**src/rtl/alu_cmd_sequencer.sv**
```systemverilog
// alu_cmd_sequencer: takes one ALU command at a time from a valid/ready
// request channel, drives it into an external 16-bit ALU, checks the ALU
// class flags against the class expected from the function code, captures
// the result RES_LAT cycles later and returns it on a valid/ready
// response channel.
//
// Ports
//   clk, rst                       clock, asynchronous active-high reset
//   req_valid/req_ready            request handshake
//   req_a, req_b, req_fun          request operands and function code
//   alu_a, alu_b, alu_fun          operand/function drive to the ALU
//   alu_out                        ALU result (registered inside the ALU)
//   arith/logic/cmp/shift_flag     ALU combinational class flags
//   rsp_valid/rsp_ready            response handshake
//   rsp_data, rsp_class, rsp_err   response payload
//   cmd_count                      completed responses, wraps at 16 bits
module alu_cmd_sequencer #(
  parameter int unsigned RES_LAT = 1
) (
  input  logic        clk,
  input  logic        rst,
  input  logic        req_valid,
  output logic        req_ready,
  input  logic [15:0] req_a,
  input  logic [15:0] req_b,
  input  logic [3:0]  req_fun,
  output logic [15:0] alu_a,
  output logic [15:0] alu_b,
  output logic [3:0]  alu_fun,
  input  logic [15:0] alu_out,
  input  logic        arith_flag,
  input  logic        logic_flag,
  input  logic        cmp_flag,
  input  logic        shift_flag,
  output logic        rsp_valid,
  input  logic        rsp_ready,
  output logic [15:0] rsp_data,
  output logic [1:0]  rsp_class,
  output logic [1:0]  rsp_err,
  output logic [15:0] cmd_count
);

  localparam int unsigned DW = 16;
  localparam int unsigned FW = 4;
  localparam int unsigned CW = 3;

  localparam logic [FW-1:0] FUN_NOP = 4'hF;
  localparam logic [FW-1:0] FUN_DIV = 4'h3;

  localparam logic [1:0] ERR_NONE  = 2'b00;
  localparam logic [1:0] ERR_FUN   = 2'b01;
  localparam logic [1:0] ERR_DIV0  = 2'b10;
  localparam logic [1:0] ERR_FLAGS = 2'b11;

  typedef enum logic [1:0] {
    S_IDLE  = 2'd0,
    S_ISSUE = 2'd1,
    S_WAIT  = 2'd2,
    S_RESP  = 2'd3
  } state_t;

  state_t          state_q;
  logic            req_ready_q;
  logic [FW-1:0]   fun_q;
  logic [DW-1:0]   alu_a_q;
  logic [DW-1:0]   alu_b_q;
  logic [FW-1:0]   alu_fun_q;
  logic [CW-1:0]   wait_cnt_q;
  logic            flag_err_q;
  logic            rsp_valid_q;
  logic [DW-1:0]   rsp_data_q;
  logic [1:0]      rsp_class_q;
  logic [1:0]      rsp_err_q;
  logic [DW-1:0]   cmd_count_q;

  logic [3:0]      flags_c;
  logic [1:0]      exp_class_c;
  logic            flag_err_c;

  // Expected result class of a function code.
  function automatic logic [1:0] class_of(input logic [FW-1:0] f);
    logic [1:0] c;
    if (f <= 4'd3)       c = 2'b00;
    else if (f <= 4'd9)  c = 2'b01;
    else if (f <= 4'd12) c = 2'b10;
    else                 c = 2'b11;
    return c;
  endfunction

  // Flag check: the flags must equal the one-hot code of the expected class,
  // which rejects both multi/zero-hot patterns and a wrong class.
  always_comb begin
    flags_c     = {shift_flag, cmp_flag, logic_flag, arith_flag};
    exp_class_c = class_of(fun_q);
    flag_err_c  = (flags_c != 4'(4'b0001 << exp_class_c));
  end

  // Sequencer FSM with registered outputs.
  always_ff @(posedge clk or posedge rst) begin
    if (rst) begin
      state_q     <= S_IDLE;
      req_ready_q <= 1'b0;
      fun_q       <= '0;
      alu_a_q     <= '0;
      alu_b_q     <= '0;
      alu_fun_q   <= FUN_NOP;
      wait_cnt_q  <= '0;
      flag_err_q  <= 1'b0;
      rsp_valid_q <= 1'b0;
      rsp_data_q  <= '0;
      rsp_class_q <= 2'b00;
      rsp_err_q   <= ERR_NONE;
      cmd_count_q <= '0;
    end else begin
      case (state_q)
        S_IDLE: begin
          if (req_valid && req_ready_q) begin
            req_ready_q <= 1'b0;
            fun_q       <= req_fun;
            if (req_fun == FUN_NOP) begin
              // Illegal function: answer directly, ALU never driven.
              state_q     <= S_RESP;
              rsp_valid_q <= 1'b1;
              rsp_data_q  <= '0;
              rsp_class_q <= 2'b00;
              rsp_err_q   <= ERR_FUN;
            end else if (req_fun == FUN_DIV && req_b == '0) begin
              // Divide by zero: answer directly, ALU never driven.
              state_q     <= S_RESP;
              rsp_valid_q <= 1'b1;
              rsp_data_q  <= '0;
              rsp_class_q <= 2'b00;
              rsp_err_q   <= ERR_DIV0;
            end else begin
              state_q   <= S_ISSUE;
              alu_a_q   <= req_a;
              alu_b_q   <= req_b;
              alu_fun_q <= req_fun;
            end
          end else begin
            // Also raises ready on the first edge after reset.
            req_ready_q <= 1'b1;
          end
        end
        S_ISSUE: begin
          flag_err_q <= flag_err_c;
          wait_cnt_q <= '0;
          state_q    <= S_WAIT;
        end
        S_WAIT: begin
          if (wait_cnt_q == CW'(RES_LAT - 1)) begin
            state_q     <= S_RESP;
            rsp_valid_q <= 1'b1;
            rsp_data_q  <= alu_out;
            rsp_class_q <= exp_class_c;
            rsp_err_q   <= flag_err_q ? ERR_FLAGS : ERR_NONE;
            alu_a_q     <= '0;
            alu_b_q     <= '0;
            alu_fun_q   <= FUN_NOP;
          end else begin
            wait_cnt_q <= wait_cnt_q + CW'(1);
          end
        end
        S_RESP: begin
          if (rsp_ready) begin
            state_q     <= S_IDLE;
            rsp_valid_q <= 1'b0;
            req_ready_q <= 1'b1;
            cmd_count_q <= cmd_count_q + DW'(1);
          end
        end
        default: state_q <= S_IDLE;
      endcase
    end
  end

  assign req_ready = req_ready_q;
  assign alu_a     = alu_a_q;
  assign alu_b     = alu_b_q;
  assign alu_fun   = alu_fun_q;
  assign rsp_valid = rsp_valid_q;
  assign rsp_data  = rsp_data_q;
  assign rsp_class = rsp_class_q;
  assign rsp_err   = rsp_err_q;
  assign cmd_count = cmd_count_q;

endmodule

```
**config.mk**
```make
export PLATFORM = sky130hd
export DESIGN_NAME = alu_cmd_sequencer
export DESIGN_NICKNAME = d
export VERILOG_FILES = /design/src/rtl/alu_cmd_sequencer.sv
export SDC_FILE = /design/constraint.sdc
export NUM_CORES = 1
export LEC_CHECK = 0
export ABC_AREA = 1
export CORE_MARGIN = 5
export CORE_UTILIZATION = 40
export DETAILED_ROUTE_END_ITERATION = 7
export PLACE_DENSITY = 0.79
export SLEW_MARGIN = 30
export SYNTH_ARGS = -nofsm -noshare
export SYNTH_HDL_FRONTEND = slang
export SYNTH_SLANG_ARGS = --single-unit
```
**constraint.sdc**
```tcl
create_clock -name clk -period 2.8 [get_ports clk]
set_clock_uncertainty 0.05 [all_clocks]
set_input_delay 0.28 -clock clk [delete_from_list [all_inputs] [get_ports clk]]
set_output_delay 0.28 -clock clk [all_outputs]
set_load 0.05 [all_outputs]
```
-- Word level (Yosys, flattened, before mapping)
Index checks and enable logic that the tools add are counted.
- output and inout bits: 74
- bits in registers: 84
- logic and storage cells: 99
- mux-type cells: 50
- reductions and logical operators: 17
- equal/unequal tests: 13
- add/sub/neg operators: 2
- $lt $le $gt $ge: 3
- shift-type cells: 1
- operators by type and width (kind ; count):
    16-bit two-way mux ; 11
    16-bit case mux with 2 select lines ; 3
    2-bit two-way mux ; 16
    16-bit by 1-bit adder with 16-bit output, second input constant ; 1
    16-bit logical NOT ; 1
    4-bit two-way mux ; 4
    2-bit != test, second input constant ; 6
    5-bit AND reduction ; 2
    4-bit less-or-equal comparator, second input constant ; 2
    1-bit two-way mux ; 8
    2-bit case mux with 2 select lines ; 2
    2-bit case mux with 4 select lines ; 1
    4-bit case mux with 2 select lines ; 1
    2-bit AND reduction ; 4
    3-bit case mux with 2 select lines ; 1
    2-bit nonzero test ; 3
    2-bit equality test, second input constant ; 2
    4-bit by 2-bit equality test with 1-bit output, second input constant ; 1
    4-bit equality test, second input constant ; 1
    4-bit by 2-bit less-or-equal comparator with 1-bit output, second input constant ; 1
    4-bit != test ; 1
    4-bit AND reduction ; 1
    1-bit by 2-bit << shifter with 4-bit output, first input constant ; 1
    3-bit by 1-bit adder with 3-bit output, second input constant ; 1
    other kinds (10) ; 11

-- Logic depth before layout (Yosys ltp)
Gate-level depths: netlist (run 1).
- word-level depth: 6
- depth in mapped cells: 11
- depth with buffers taken out: 10

-- Worst setup path before layout (run 1)
Ideal clock, no wire load.
- path type: register -> register
- from: register cmd_count_q[0], in the netlist cmd_count[0]
- to: register cmd_count_q[10], in the netlist cmd_count[10]
- library setup time: 114 ps
- required time: 2636 ps
- arrival: 1611 ps
- stages on the path, launching flop included: 9
- slack: 1025 ps
- path buffers: 0
- period minus slack after synthesis: 1775 ps
- path through: dfrtp_1 -> ha_1 -> inv_1 -> nor2_4 -> nand3_1 -> nor3_2 -> nand3_1 -> nand2_1 -> inv_1
- cells in the longest elaborated chain, start to end: 1
- RTL lines (item ; RTL line ; source):
    start, declared ; 74 ; logic [DW-1:0] cmd_count_q;
    start signal, assigned ; 169 ; cmd_count_q <= cmd_count_q + DW'(1);
    16-bit by 1-bit adder with 16-bit output ; 169 ;
Every way passes these cells.
A chain may end at the register's enable or synchronous reset.

-- Worst setup path in the final report (run 1)
- from: register state_q[0]
- to: register rsp_data_q[2], in the netlist rsp_data[2]
- cells in the longest elaborated chain, start to end: 3
- elaborated cells between the ends (all ways): 8
- those cells by class: eq/ne: 4; mux: 1; reduce/logical: 3
- RTL lines (item ; RTL line ; source):
    start, declared ; 62 ; state_t state_q;
    start signal, assigned ; 101 ; state_q <= S_IDLE;
    start signal, assigned ; 122 ; state_q <= S_RESP;
    start signal, assigned ; 129 ; state_q <= S_RESP;
    2-bit equality test / 2-bit logical NOT (equally long branches) ; 115 ; case (state_q)
    2-bit != test (no source line) (tied with other cells) ; n/a ;
    4-bit AND reduction (no source line) ; n/a ;
    end signal, assigned ; 154 ; rsp_data_q <= alu_out;
    end, declared ; 71 ; logic [DW-1:0] rsp_data_q;
Parallel ways exist; a longest one is shown, timed or not.

==> impl_metrics.toml, run 1 <==
[clock_tree]
root_buffer = "clkbuf_8"
cts_tree = "yes"
ctsResizeCount = 0
cts_buffers = 9
insertion_delay_ns = 0.34
cts-htree-levels = 3
clock-sinks = 84
postCtsSetupRepairBufs = 0
clkTransAtPathRegs_ns = 0.08
cts_max_path_buffers = 2
cts_hold_buf = 0

[placed_design]
io_buffers = 133
gp_congestion = 0.8274
hpwl_um = 8170
place_inst = 830

[cells_and_area]
final_common_cell = "nand2_1"
layout_common_cells = "nand2_1, clkdlybuf4s50_1, dfrtp_1, inv_1, nand3_1"
syn_to_final_growth_pct = 37.64
drive_gt1_share_pct = 6.799
final_nets = 768
layoutNonFillerInstCount = 846
diodes = 0

[grt]
grt_start_max_net_pins = 85
grt_pass1_wl_um = 18220
antenna_found_initial = 0
gr-total-overflow = 0
grt_usage_pct = 17.24
grt_pass1_vias = 3879

[synthesis]
synth_top_cell_by_area = "dfrtp_1"
synth.top_cell.area_share_pct = 45.83
ys_types = 32
syn_area_um2 = 4368
synthCells = 573
synth_warnings = 0
synthTopCellsByArea = "dfrtp_1, nand2_1, nand3_1"
synth.avg_cell_area_um2 = 7.623
yosysSeqAreaShare_pct = 48.24
ys_ff_latch = 84
synth_nets = 640

[timing]
drv_slew = 0
hold_viol_final = 0
max_freq_mhz = 409.9
rsz0062_at_grt = "false"
fin_crit_ns = 2.440
tightest_slew_ns = 0.6350
whs_ns = 0.2811
setup_viol = 0
period_share_pct = 87.13
relSlewSlack_pct = 57.57
fin_setup_tns_ns = 0

[route]
dr.first_iter.drc_count = 174
drc_errors = 0
wl_per_cell_um = 13.03
dr.pass1.iters = 5
vias = 3982
vias_per_cell = 4.707
ant_nets = 0
wl_um = 11020

[setup_path]
cp-start-kind = "register"
path_max_fanout = 21
reg2reg_depth = 8
crit_type = "reg2reg"
cp-end-kind = "register"
worstPathRequired_ns = 2.98
crit_arrival_ns = 2.62

[power]
power_leakage_nw = 3.112
max-vdd-ir-drop_v = 0.0007128
power_per_cell_area_nw_per_um2 = 1138

[floorplan]
die-width_um = 114.5
die_area_um2 = 13110
initial_core_util_pct = 40.47
fp.dieH_um = 114.5
boundaryPins = 134
rows = 38
coreArea_um2 = 10790

[hold_path]
min_path_type = "in2async"

[status]
status = "finished clean"

[run]
cap_violations = 0
==> power by group <==
part	leakage [nW]	total (mW)	internal, mW	switching (mW)
sequential	1.07	1.95	1.66	0.288
clock	0.101	0.926	0.506	0.421
combinational	1.94	3.97	1.27	2.70
total	3.11	6.84	3.43	3.41
==> final timing paths <==
| path | startpoint | to | slack [ns] |
|---|---|---|---|
| min | rst | wait_cnt_q[2]$_DFFE_PP0P_ | 0.28 |
| min in group clk | alu_fun[3]$_DFFE_PP1P_ | alu_fun[3]$_DFFE_PP1P_ | 0.41 |
| max | state_q[0]$_DFFE_PP0P_ | rsp_data[2]$_DFFE_PP0P_ | 0.36 |
| max reg2reg | state_q[0]$_DFFE_PP0P_ | rsp_data[2]$_DFFE_PP0P_ | 0.36 |
| max in group asynchronous | rst | alu_fun[2]$_DFFE_PP1P_ | 2.02 |
| min reg2reg | alu_fun[3]$_DFFE_PP1P_ | alu_fun[3]$_DFFE_PP1P_ | 0.41 |
==> final cells by class <==
| class | instances | area, µm² |
|---|---|---|
| fill | 1009 | 4781 |
| sequential | 84 | 2107 |
| multi-input combinational | 387 | 1817 |
| timing repair buffer | 138 | 1394 |
| inverter | 81 | 307.8 |
| tap | 140 | 175.2 |
| clock buffer | 12 | 135.1 |
| clock inverter | 4 | 76.32 |
==> kinds of logic after synthesis <==
family	count (synthesis)	share of synthesized area (%)
AND/OR/NAND/NOR	346	34.17
buffers and inverters	102	10.23
flip-flops	84	48.24
AO/OA/AOI/OAI	23	3.151
XOR/XNOR	11	2.206
adder cells (fa/ha/maj)	7	2.005
==> metal layers <==
| metal | track usage (%) | vias up | part of all wire [%] |
|---|---|---|---|
| li1 | - | 2001 | - |
| met1 | 21.77 | 1861 | 42 |
| met2 | 28.83 | 108 | 50 |
| met3 | 5.233 | 12 | 5.9 |
| met4 | 4.355 | 0 | 1.3 |
| met5 | 0 | - | 0 |
==> critical path, stage by stage (launching register included) <==
cell     delay [ns]
dfrtp_1        0.39
inv_1          0.09
ha_1           0.29
nand2_1        0.16
nand2_4        0.07
inv_1          0.46
nand2_1        0.55
nand2_1        0.19
nand2_1        0.08
==> metrics by stage <==
step | area (µm²) | worst slack, ns | total power, mW | utilization [%]
after floorplan | 4368 | 0.3115 | 4.831 | -
after detailed placement | 5801 | 0.3126 | 5.975 | 53.74
after global placement | 5801 | 0.4427 | 5.877 | 53.74
after CTS | 6012 | 0.3424 | 6.925 | 55.70
after global routing | 6012 | 0.05911 | 7.330 | 55.70
final | 6012 | 0.3602 | 6.845 | 55.70
==> cell usage after synthesis, drive strengths merged <==
cell type and number:
nand2 198, inv 81, dfrtp 80, nand3 69, nor2 68, o21ai 15
buf 14, nor3 8, clkbuf 7, ha 7, xnor2 6, xor2 5
dfstp 4, a21oi 3, nand4 2, o22ai 2, a22o 1, nand3b 1
o21a 1, o21bai 1
==> flip-flops by register name, indices dropped and copies added, names as in the netlist, 3 cells and up <==
signal      count
alu_fun         4
alu_b          16
cmd_count      16
rsp_data       16
alu_a          16
wait_cnt_q      3
fun_q           4
Power figures use the tool's default switching activity.
==> run 2: changes to the inputs <==
--- a/config.mk
+++ b/config.mk
@@ -10,7 +10,7 @@
 export CORE_UTILIZATION = 40
 export DETAILED_ROUTE_END_ITERATION = 7
 export PLACE_DENSITY = 0.79
-export SLEW_MARGIN = 30
+export SLEW_MARGIN = 20
 export SYNTH_ARGS = -nofsm -noshare
 export SYNTH_HDL_FRONTEND = slang
 export SYNTH_SLANG_ARGS = --single-unit
==> results of run 2 <==
Final layout, timing and power as in run 1 (identical DEF).
